<file path="config.mk">
export PLATFORM = sky130hd
export DESIGN_NAME = piece_state_ctrl
export DESIGN_NICKNAME = d
export VERILOG_FILES = /design/src/rtl/piece_state_ctrl.sv
export SDC_FILE = /design/constraint.sdc
export NUM_CORES = 1
export LEC_CHECK = 0
export BUFFER_PORTS_ARGS = -buffer_cell sky130_fd_sc_hd__buf_2
export CAP_MARGIN = 20
export CORE_MARGIN = 1
export CORE_UTILIZATION = 25
export DETAILED_ROUTE_END_ITERATION = 8
export GPL_TIMING_DRIVEN = 1
export PLACE_DENSITY = 0.5
export SYNTH_ARGS = -nofsm -noshare
export SYNTH_HDL_FRONTEND = slang
export SYNTH_SLANG_ARGS = --single-unit
</file>
<file path="constraint.sdc">
create_clock -name clk -period 2.53 [get_ports clk]
set_clock_uncertainty 0.1 [all_clocks]
set_input_delay 0.1265 -clock clk [delete_from_list [all_inputs] [get_ports clk]]
set_output_delay 0.1265 -clock clk [all_outputs]
set_load 0.01 [all_outputs]
</file>
<file path="src/rtl/piece_state_ctrl.sv">
// Active-piece owner: commits candidate moves, runs spawn/lock/game-over sequence.
// Latency: accepted moves appear on cur_* one cycle after the event; all outputs registered.
// Backpressure: lock_req is held until lock_ack; non-PLAY mode freezes everything except the lock handshake.
//
// Ports:
//   clk, rst                 clock, synchronous active-high reset
//   mode                     game mode, block active only in MODE_PLAY
//   game_clk / btn_*_en      drop tick and button pulses (move events)
//   test_pos_x/y, test_rot   candidate position from the test-position stage
//   test_intersects          collision verdict for the candidate (same cycle)
//   next_piece, lock_ack     queued piece type, board-writer completion
//   cur_*                    committed position, rotation and piece type
//   lock_req, next_req       board write request (level), next-piece consume (pulse)
//   game_clk_rst, game_over  drop-timer restart (pulse), sticky spawn collision
//   piece_count              saturating count of locked pieces

`ifndef MODE_BITS
`define MODE_BITS 2
`endif
`ifndef MODE_PLAY
`define MODE_PLAY 2'd1
`endif
`ifndef BITS_X_POS
`define BITS_X_POS 4
`endif
`ifndef BITS_Y_POS
`define BITS_Y_POS 5
`endif
`ifndef BITS_ROT
`define BITS_ROT 2
`endif
`ifndef BITS_PER_BLOCK
`define BITS_PER_BLOCK 3
`endif
`ifndef EMPTY_BLOCK
`define EMPTY_BLOCK 3'd0
`endif
`ifndef BITS_SCORE
`define BITS_SCORE 14
`endif

module piece_state_ctrl #(
    parameter logic [`BITS_X_POS-1:0] SPAWN_X   = 4'd4,
    parameter logic [`BITS_Y_POS-1:0] SPAWN_Y   = 5'd0,
    parameter logic [`BITS_ROT-1:0]   SPAWN_ROT = 2'd0
) (
    input  logic                       clk,
    input  logic                       rst,
    input  logic [`MODE_BITS-1:0]      mode,
    input  logic                       game_clk,
    input  logic                       btn_left_en,
    input  logic                       btn_right_en,
    input  logic                       btn_rotate_en,
    input  logic [`BITS_X_POS-1:0]     test_pos_x,
    input  logic [`BITS_Y_POS-1:0]     test_pos_y,
    input  logic [`BITS_ROT-1:0]       test_rot,
    input  logic                       test_intersects,
    input  logic [`BITS_PER_BLOCK-1:0] next_piece,
    input  logic                       lock_ack,
    output logic [`BITS_X_POS-1:0]     cur_pos_x,
    output logic [`BITS_Y_POS-1:0]     cur_pos_y,
    output logic [`BITS_ROT-1:0]       cur_rot,
    output logic [`BITS_PER_BLOCK-1:0] cur_piece,
    output logic                       lock_req,
    output logic                       next_req,
    output logic                       game_clk_rst,
    output logic                       game_over,
    output logic [`BITS_SCORE-1:0]     piece_count
);

    typedef enum logic [2:0] {
        ST_SPAWN,
        ST_SPAWN_CHECK,
        ST_FALL,
        ST_LOCK_WAIT,
        ST_OVER
    } state_t;

    state_t state;

    logic play;
    logic move_evt;
    logic drop;

    assign play     = (mode == `MODE_PLAY);
    assign drop     = game_clk;
    assign move_evt = game_clk | btn_left_en | btn_right_en | btn_rotate_en;

    always_ff @(posedge clk) begin
        if (rst) begin
            state        <= ST_SPAWN;
            cur_pos_x    <= SPAWN_X;
            cur_pos_y    <= SPAWN_Y;
            cur_rot      <= SPAWN_ROT;
            cur_piece    <= `EMPTY_BLOCK;
            lock_req     <= 1'b0;
            next_req     <= 1'b0;
            game_clk_rst <= 1'b0;
            game_over    <= 1'b0;
            piece_count  <= '0;
        end else begin
            // Pulse outputs default low; each is raised from a state that lasts one cycle.
            next_req     <= 1'b0;
            game_clk_rst <= 1'b0;
            case (state)
                ST_SPAWN: begin
                    if (play) begin
                        cur_pos_x <= SPAWN_X;
                        cur_pos_y <= SPAWN_Y;
                        cur_rot   <= SPAWN_ROT;
                        cur_piece <= next_piece;
                        next_req  <= 1'b1;
                        state     <= ST_SPAWN_CHECK;
                    end
                end
                ST_SPAWN_CHECK: begin
                    // While an event is active the test stage shows a moved candidate,
                    // so the spawn position is only judged on a quiet cycle.
                    if (play && !move_evt) begin
                        if (test_intersects) begin
                            game_over <= 1'b1;
                            state     <= ST_OVER;
                        end else begin
                            game_clk_rst <= 1'b1;
                            state        <= ST_FALL;
                        end
                    end
                end
                ST_FALL: begin
                    if (play && move_evt) begin
                        if (!test_intersects) begin
                            cur_pos_x <= test_pos_x;
                            cur_pos_y <= test_pos_y;
                            cur_rot   <= test_rot;
                        end else if (drop) begin
                            lock_req <= 1'b1;
                            state    <= ST_LOCK_WAIT;
                        end
                    end
                end
                ST_LOCK_WAIT: begin
                    // Handshake completes regardless of mode so the board writer never stalls.
                    if (lock_ack) begin
                        lock_req <= 1'b0;
                        if (piece_count != {`BITS_SCORE{1'b1}})
                            piece_count <= piece_count + 1'b1;
                        state <= ST_SPAWN;
                    end
                end
                ST_OVER: begin
                    game_over <= 1'b1;
                end
                default: state <= ST_SPAWN;
            endcase
        end
    end

endmodule

</file>
==> run metrics, run 1 <==
result of the run=finished, final reports clean; Worst Path Buf+Inv=0; Max IR drop VDD=0.310 mV; post-layout net count=roughly 270; reg2reg path depth=4; required time at the endpoint of the critical path=2610 ps; Final Instance Area=roughly 0.0023 mm^2; root buf cell=sky130_fd_sc_hd__clkbuf_8; Endpoint, Worst Hold=game_clk_rst; Area contributors post-synth=sky130_fd_sc_hd__dfxtp_1 43%, sky130_fd_sc_hd__mux2i_1 9.2%, sky130_fd_sc_hd__nand2_1 6.7%; DRT antenna net count=0; share of total power in sequential cells=45.1%; starting density of the core=25.8%; total standard cell area after synthesis=0.00163 mm^2; NetSw=0.250 mW; number of levels the H-tree was split into=2; arrival time worst endpoint=2210 ps; count of pins over their slew limit=0; prevailing post-synth register cell=sky130_fd_sc_hd__dfxtp_1; mean number of vias per cell=about 4.7; Clk pin slew, worst setup/hold paths=80 ps; buffers from clock root to sink, at most=2; Leak Pwr=just under 1 nW; kind of start point of the critical path=flip-flop; worst flop-to-flop path startpoint=state[0]; area fraction of the dominant cell type after synthesis=43.0%; Internal Dissipation=0.991 mW; Slowest Stage Delay on Critical Path=550 ps; number of cells on the worst hold path=3; post-synthesis sequential element count=35; sequential element share of the synthesized area=43.0%; Clock Sink Count=35; gp weighted congestion=around 0.76; Logic pwr share=between 6 and 7%; number of antenna violations at the first check in global routing=0; class of the tightest hold or removal check=primary input to flip-flop; post-route fraction of the period consumed by the critical path=84.2%; total negative slack for setup checks=0 ps; share of cells above drive strength 1=30.4%; critical path type=flip-flop to flip-flop; Hold Path Origin=test_intersects; dominant cell by count in the synthesized netlist=sky130_fd_sc_hd__dfxtp_1; post-CTS setup buffers=0; # DRC=0; DR pass1 iterations=4; register-to-register setup slack=around 400 ps; Max Fclk=470 MHz; Power Density=547 mW/mm^2; Layout Area Growth over Synthesis=39.4%; mean routed wirelength per cell=~12 um; fraction of power consumed by the clock network=48.7%; hold slack final=between 40 and 50 ps; Final Hold Viols=0; type of destination of the critical path=flip-flop; Netlist cell types=44; cell area reported after detailed placement=0.00200 mm^2; number of buffers added by the clock tree synthesis step=5; clock tree from TritonCTS=built; post-synthesis net count=between 200 and 250; post-detailed-routing wire length=4070 um; instance count of the mapped netlist=177; Final setup violation count=0; cell taking the most area after synthesis=sky130_fd_sc_hd__dfxtp_1; core region area=0.00631 mm^2; maximum number of pins on one net before global-route repair=25; Post-synth EDFFs=0; y dimension of the die=82.7 um; final HPWL from detailed placement=2770 um; full die area=0.00684 mm^2; unrepaired setup endpoints after global routing=no; Async S/R FF share, synth=0%; Yosys warning total=0; ANT cells=0; largest fanout on the critical path=11; Crit Reg-Reg Endpoint=piece_count[10]; number of top-level pins=56; residual overflow from global routing=0; Iteration-0 DRC Markers=62; headroom to the max-slew limit=roughly 60%; vias in the first global route=about 1500; Die X=82.7 um; Tmin final=2130 ps; number of buffers added on ports=between 50 and 60; number of max-cap violations=0; cells traversed along the worst timing path=and4b_1, nand3_4, a2111oi_2, mux2_2; first element of the critical path=state[0]; number of vias in the routed layout=1551; global-route wire length before repair=6670 um; number of cell rows=29; Post-Synthesis Mean Instance Area=between 9 and 10 um^2; Least-Margin Pin Slew=601 ps; final standard cell utilization of the core=36.0%; Power, Total=about 1.2 mW; family of cells with the greatest summed delay on the critical path=simple AND/OR/NAND/NOR gates; crit path max-delay cell type=sky130_fd_sc_hd__dfxtp_1; clk_lat worst skew=290 ps; Total GRT Usage=13.2%; fraction of power spent switching nets=between 20% and 30%; most frequent cells after synthesis=35 x sky130_fd_sc_hd__dfxtp_1, 29 x sky130_fd_sc_hd__nand2_1, 15 x sky130_fd_sc_hd__mux2i_1, 9 x sky130_fd_sc_hd__a21oi_1, 9 x sky130_fd_sc_hd__nor2_1
[cell families after synthesis]
| logic type | count (synthesis) | share of synthesized area (%) |
|---|---|---|
| AND/OR/NAND/NOR | 81 | 28.6 |
| multiplexers | 18 | 12.0 |
| buffers and inverters | 15 | 3.99 |
| flip-flops | 35 | 43.0 |
| adder cells (fa/ha/maj) | 1 | 0.768 |
| AO/OA/AOI/OAI | 27 | 11.6 |
[metal layers]
| layer | routed length (um) | vias to the layer above | track usage, % |
|---|---|---|---|
| met5 | 0 | - | 0 |
| met4 | 38 | 0 | 5.17 |
| met3 | 239 | 4 | 4.29 |
| met2 | 1920 | 40 | 22.0 |
| met1 | 1880 | 713 | 15.6 |
| li1 | - | 794 | - |
[through the flow]
| stage | setup WS (ps) | std cells |
|---|---|---|
| final | 401 | 327 |
| after global routing | 265 | 327 |
| after CTS | 375 | 327 |
| after detailed placement | 396 | 305 |
| after global placement | 456 | 305 |
| after floorplan | 741 | 177 |
[power groups by stage]
stage	registers, mW	logic [mW]	clock network [mW]
2_1_floorplan	0.571	0.0325	0
3_3_place_gp	0.572	0.0615	0
3_5_place_dp	0.572	0.0617	0
4_1_cts	0.559	0.0781	0.620
5_1_grt	0.560	0.0855	0.642
6_report	0.559	0.0776	0.604
[flip-flops by register name, indices dropped and copies added, names as in the netlist]
register,count
cur_piece,3
cur_pos_x,4
cur_pos_y,5
cur_rot,2
game_clk_rst,1
game_over,1
lock_req,1
next_req,1
piece_count,14
state,3
[worst max path at each step]
stage | endpoint | slack (ps) | depth (start not counted)
CTS | piece_count[10] | 380 | 4
global placement | piece_count[10] | 460 | 4
global route | piece_count[10] | 270 | 4
floorplan | piece_count[0] | 740 | 5
finish | piece_count[10] | 400 | 4
detailed placement | piece_count[10] | 400 | 4
[worst min-delay path, stage by stage]
cell and delay [ps]:
sky130_fd_sc_hd__buf_2 110, sky130_fd_sc_hd__nand2b_1 110, sky130_fd_sc_hd__nor4_1 50
[layout make-up]
| class | count | area (um^2) |
|---|---|---|
| fill | 676 | 4040 |
| multi-input combinational | 127 | 870 |
| sequential | 35 | 701 |
| timing repair buffer | 73 | 445 |
| tap | 77 | 96.3 |
| clock buffer | 6 | 72.6 |
| clock inverter | 2 | 60.1 |
| inverter | 7 | 26.3 |
[cells in the final DEF (no fill, tap or decap), types with 5 or more instances in the layout]
cell                            instances
sky130_fd_sc_hd__a21oi_1                9
sky130_fd_sc_hd__dfxtp_1               35
sky130_fd_sc_hd__nor2_1                 9
sky130_fd_sc_hd__inv_1                  6
sky130_fd_sc_hd__o31ai_1                8
sky130_fd_sc_hd__clkbuf_8               5
sky130_fd_sc_hd__mux2i_1               15
sky130_fd_sc_hd__nand2_1               29
sky130_fd_sc_hd__or4_1                  7
sky130_fd_sc_hd__dlygate4sd3_1         14
sky130_fd_sc_hd__buf_2                 55
[what timing repair did]
item | in CTS | in global routing
hold buffers | 14 | 0
setup endpoints to repair | 0 | 0
resized for setup | 0 | 0
hold endpoints to repair | 14 | 0
(Power assumes the default switching activity.)
==> run 2: changes to the inputs <==
Clock period 2.53 ns to 2 ns, I/O delays scaled along.
==> run metrics, run 2 (synthesis results as in run 1) <==
post-CTS setup buffers=0 (unchanged); number of levels the H-tree was split into=2 (unchanged); Hold Path Origin=test_intersects; Storage cell area=701 um^2 (unchanged); DRT antenna net count=0 (unchanged); largest fanout on the critical path=9 (-2); critical path type=flip-flop to flip-flop; mean number of vias per cell=4.77 (+0.64%); vias in the first global route=1455 (+0.21%); register ranked first by flip-flop count=piece_count; required time at the endpoint of the critical path=2080 ps (-530 ps); Final setup violation count=0 (unchanged); arrival time worst endpoint=1950 ps (-260 ps); total negative slack for setup checks=0 ps (unchanged); metal2 WL=1920 um (+0.10%); headroom to the max-slew limit=62.6% (+2.8 points); number of cells on the worst hold path=3 (unchanged); number of antenna violations at the first check in global routing=0 (unchanged); post-detailed-routing wire length=4010 um (-1.6%); count of pins over their slew limit=0 (unchanged); Power Density=609 mW/mm^2 (+11%); number of top-level pins=56 (unchanged); final HPWL from detailed placement=2810 um (+1.4%); detailed-route wire length on metal 1=1790 um (-4.4%); Tmin final=1870 ps (-258 ps); ANT cells=0 (unchanged); class of the tightest hold or removal check=primary input to flip-flop; gp weighted congestion=0.740 (-2.5%); Leak Pwr=0.993 nW (+0.50%); Layout Area Growth over Synthesis=39.6%; residual overflow from global routing=0 (unchanged); core region area=0.00631 mm^2 (unchanged); count of fill cells added during filler insertion=685 (+1.3%); worst flop-to-flop path startpoint=state[2]; Endpoint, Worst Hold=game_clk_rst; Max Fclk=534 MHz (+14%); DR pass1 iterations=4 (unchanged); register-to-register setup slack=130 ps (-270 ps); root buf cell=sky130_fd_sc_hd__clkbuf_8; clk_lat worst skew=280 ps (about the same); max reg flops=14 (unchanged); mean routed wirelength per cell=12.1 um (-2.8%); reg2reg path depth=4 (unchanged); Max IR drop VDD=0.266 mV (-14%); Clk pin slew, worst setup/hold paths=70 ps (about the same); most common library cell in the layout ignoring fill and taps=sky130_fd_sc_hd__buf_2; result of the run=finished, final reports clean; type of destination of the critical path=flip-flop; # DRC=0 (unchanged); area taken by multi-input logic gates=871 um^2 (+0.14%); highest-count cells in the layout ignoring fill and taps=55 x sky130_fd_sc_hd__buf_2, 35 x sky130_fd_sc_hd__dfxtp_1, 29 x sky130_fd_sc_hd__nand2_1; global-route wire length before repair=6560 um (-1.8%); Total GRT Usage=12.9% (-0.31 points); Clock Sink Count=35 (unchanged); number of max-cap violations=0 (unchanged); post-route fraction of the period consumed by the critical path=93.6% (+9.4 points); number of vias in the routed layout=1580 (+1.9%); starting density of the core=25.8% (unchanged); Final Hold Viols=0 (unchanged); Die X=82.7 um (unchanged); Iteration-0 DRC Markers=52 (-16%); largest registers ranked by flip-flop count=piece_count (14), cur_pos_y (5), cur_pos_x (4); clock tree from TritonCTS=built; uppermost routed layer=met4; Placed Cells incl. Taps=309 (+1.3%); share of cells above drive strength 1=32.3% (+1.9 points); buffers from clock root to sink, at most=2 (unchanged); Crit Reg-Reg Endpoint=piece_count[10]; kind of start point of the critical path=flip-flop; full die area=0.00684 mm^2 (unchanged); number of cell rows=29 (unchanged); number of buffers added by the clock tree synthesis step=5 (unchanged); number of standard cells in the layout, taps in and fillers out=331 (+1.2%); number of buffers added on ports=55 (unchanged); post-layout net count=278 (+1.5%); Least-Margin Pin Slew=557 ps (-44.2 ps); detailed-routed wire length on met3=237 um (-0.84%); maximum number of pins on one net before global-route repair=19 (-24%); unrepaired setup endpoints after global routing=no; y dimension of the die=82.7 um (unchanged)
==> run 2: what timing repair did <==
action | 4_1_cts | 5_1_grt
setup endpoints to repair | 0 | 1
resized for setup | 0 | 1
hold buffers | 14 | 0
hold endpoints to repair | 14 | 0
==> run 2: power by group <==
| group | internal, mW | total [mW] | switching (mW) |
|---|---|---|---|
| clock | 0.313 | 0.575 | 0.262 |
| sequential | 0.702 | 0.704 | 0.00212 |
| combinational | 0.0566 | 0.106 | 0.0494 |
==> run 2: stage by stage <==
step                      total power, mW  area, um^2  hold slack [ps]  utilization, %  worst slack [ps]
after global routing                 1.46        2270             31.8            36.0              38.3
after CTS                            1.41        2270             8.11            36.0              51.9
after floorplan                     0.763        1630              139               -               211
after global placement              0.805        2030              231            32.1               103
after detailed placement            0.805        2030              247            32.1              62.4
final                                1.39        2270             15.8            36.0               128
==> run 2: worst max-delay path by stage <==
stage | from | endpoint | cells after the start
after floorplan | piece_count[0] | piece_count[0] | 5
after global placement | state[2] | piece_count[10] | 4
after detailed placement | state[2] | piece_count[10] | 4
after CTS | state[2] | piece_count[10] | 4
after global routing | state[2] | piece_count[10] | 4
final | state[2] | piece_count[10] | 4
==> run 2: worst max-delay path: stages (launching register included) <==
cell and delay (ps):
sky130_fd_sc_hd__dfxtp_1 370, sky130_fd_sc_hd__and4b_2 400, sky130_fd_sc_hd__nand3_4 140, sky130_fd_sc_hd__a2111oi_2 380, sky130_fd_sc_hd__mux2_2 370
==> run 2: area by class of cell <==
type                       instances  share of cell area (%)
clock buffer                       7                    4.24
clock inverter                     1                   0.330
inverter                           7                    1.16
multi-input combinational        127                    38.3
sequential                        35                    30.8
tap                               77                    4.24
timing repair buffer              77                    20.9
==> run 2: routing by layer <==
metal | GRT usage [%] | vias up
li1 | - | 808
met2 | 22.0 | 47
met1 | 15.0 | 720
met4 | 4.66 | 0
met5 | 0 | -
met3 | 4.07 | 5
==> run 3: changes to the inputs <==
Clock period 2 ns to 2.22 ns, I/O delays scaled along.
==> run metrics, run 3 (synthesis results as in run 1) <==
number of standard cells in the layout, taps in and fillers out=328 (-0.91%); starting density of the core=25.8% (unchanged); Power Density=547 mW/mm^2 (-10%); maximum number of pins on one net before global-route repair=25 (+6); register ranked first by flip-flop count=piece_count; count of pins over their slew limit=0 (unchanged); arrival time worst endpoint=2010 ps (+60 ps); required time at the endpoint of the critical path=2300 ps (+220 ps); post-detailed-routing wire length=3940 um (-1.8%); NetSw=0.293 mW (-6.5%); Logic pwr share=7.5% (-0.2 points); number of cell rows=29 (unchanged); Layout Area Growth over Synthesis=37.6%; highest-count cells in the layout ignoring fill and taps=55 x sky130_fd_sc_hd__buf_2, 35 x sky130_fd_sc_hd__dfxtp_1, 29 x sky130_fd_sc_hd__nand2_1; Final Instance Area=0.00224 mm^2 (-1.4%); Least-Margin Pin Slew=573 ps (+16.3 ps); number of vias in the routed layout=1545 (-2.2%); mean routed wirelength per cell=12.0 um (-0.90%); Iteration-0 DRC Markers=40 (-23%); headroom to the max-slew limit=61.5% (-1.1 points); largest registers ranked by flip-flop count=piece_count (14), cur_pos_y (5), cur_pos_x (4); full die area=0.00684 mm^2 (unchanged); cells traversed along the worst timing path=and4b_1, nand3_4, a2111oi_2, mux2_2; family of cells with the greatest summed delay on the critical path=simple AND/OR/NAND/NOR gates; class of the tightest hold or removal check=primary input to flip-flop; Worst Path Buf+Inv=0 (unchanged); Placed Cells incl. Taps=307 (-0.65%); post-layout net count=275 (-1.1%); type of destination of the critical path=flip-flop; critical path type=flip-flop to flip-flop; global-route wire length before repair=6750 um (+2.9%); # DRC=0 (unchanged); count of fill cells added during filler insertion=670 (-2.2%); DP Worst Slack=280 ps (+218 ps); cell area reported after detailed placement=0.00201 mm^2 (-0.74%); Max Fclk=517 MHz (-3.2%); unrepaired setup endpoints after global routing=no; number of levels the H-tree was split into=2 (unchanged); residual overflow from global routing=0 (unchanged); final HPWL from detailed placement=2790 um (-0.41%); kind of start point of the critical path=flip-flop; root buf cell=sky130_fd_sc_hd__clkbuf_8; clock tree from TritonCTS=built; Leak Pwr=0.976 nW (-1.7%); largest fanout on the critical path=9 (unchanged); Total GRT Usage=13.1% (+0.24 points); post-route fraction of the period consumed by the critical path=87.1% (-6.5 points); y dimension of the die=82.7 um (unchanged); Slowest Stage Delay on Critical Path=460 ps (+60 ps); ANT cells=0 (unchanged); Clock Sink Count=35 (unchanged); crit path max-delay cell type=sky130_fd_sc_hd__and4b_1; number of buffers added by the clock tree synthesis step=5 (unchanged); max reg flops=14 (unchanged); gp weighted congestion=0.774 (+4.6%); Tmin final=1930 ps (+62.4 ps); mean number of vias per cell=4.71 (-1.3%); fraction of power consumed by the clock network=40.9% (-0.6 points); result of the run=finished, final reports clean; buffers from clock root to sink, at most=2 (unchanged); Clk pin slew, worst setup/hold paths=80 ps (about the same); DRT antenna net count=0 (unchanged); share of cells above drive strength 1=31.5% (-0.81 points); share of total power in sequential cells=51.7% (+0.9 points); Die X=82.7 um (unchanged); Final setup violation count=0 (unchanged); worst setup margin=286 ps (+158 ps); vias in the first global route=1506 (+3.5%); DR pass1 iterations=4 (unchanged); fraction of power spent switching nets=23.9% (+1.3 points); clk_lat worst skew=290 ps (about the same); number of buffers added on ports=55 (unchanged); Max IR drop VDD=0.217 mV (-19%); number of antenna violations at the first check in global routing=0 (unchanged); Final Hold Viols=0 (unchanged); most common library cell in the layout ignoring fill and taps=sky130_fd_sc_hd__buf_2; core region area=0.00631 mm^2 (unchanged); number of top-level pins=56 (unchanged); Internal Dissipation=0.934 mW (-13%); total negative slack for setup checks=0 ps (unchanged); number of max-cap violations=0 (unchanged)
-- run 3: cell types whose count changed in the layout (fill, tap and decap cells not counted), sizes merged --
cell and delta:
dlygate4sd3 -1, clkbuf -1, buf -2, clkinv +1
-- run 3: worst min-delay path: stages --
cell and delay [ps]:
sky130_fd_sc_hd__buf_2 80, sky130_fd_sc_hd__nor2b_1 30, sky130_fd_sc_hd__mux2i_1 120
-- run 3: area by class of cell --
class / count / area (um^2) / share of cell area, %
Timing Repair Buffer: 74 / 450 / 20.1
Clock inverter: 2 / 16.3 / 0.725
Inverter: 7 / 26.3 / 1.17
Clock buffer: 6 / 82.6 / 3.68
Tap cell: 77 / 96.3 / 4.30
Sequential cell: 35 / 701 / 31.3
Multi-Input combinational cell: 127 / 870 / 38.8
-- run 3: per-layer routing --
layer  global-route usage (%)  share of wire, %  up-vias
li1                         -                 -      794
met1                     15.8                45      707
met2                     22.0                49       40
met3                     3.63               4.7        4
met4                     5.17              0.91        0
met5                        0                 0        -
-- run 3: power by group through the flow --
stage / registers, mW / clock network (mW) / logic, mW
after floorplan: 0.650 / 0 / 0.0370
after global placement: 0.649 / 0 / 0.0750
after detailed placement: 0.649 / 0 / 0.0750
after CTS: 0.634 / 0.523 / 0.0923
after global routing: 0.635 / 0.550 / 0.100
final: 0.634 / 0.502 / 0.0915
-- run 3: repair_timing --
| action | 4_1_cts | 5_1_grt |
|---|---|---|
| endpoints found under the hold margin | 13 | 0 |
| gates resized for setup | 0 | 0 |
| hold buffers | 13 | 0 |
| setup buffers | 0 | 0 |
-- run 3: final timing paths --
check	endpoint	startpoint	cells after the start	slack (ps)
min reg2reg	cur_rot[1]	cur_rot[1]	2	360
max reg2reg	piece_count[10]	state[2]	4	290
max	piece_count[10]	state[2]	4	290
min	cur_pos_x[2]	test_pos_x[2]	3	0.08
-- run 3: stage by stage --
| stage | hold slack [ps] | power, mW | utilization, % |
|---|---|---|---|
| after detailed placement | 256 | 0.724 | 31.9 |
| after global placement | 245 | 0.724 | 31.9 |
| after global routing | 1.56 | 1.29 | 35.5 |
| after floorplan | 150 | 0.687 | - |
| after CTS | 3.17 | 1.25 | 35.5 |
| final | 0.0775 | 1.23 | 35.5 |
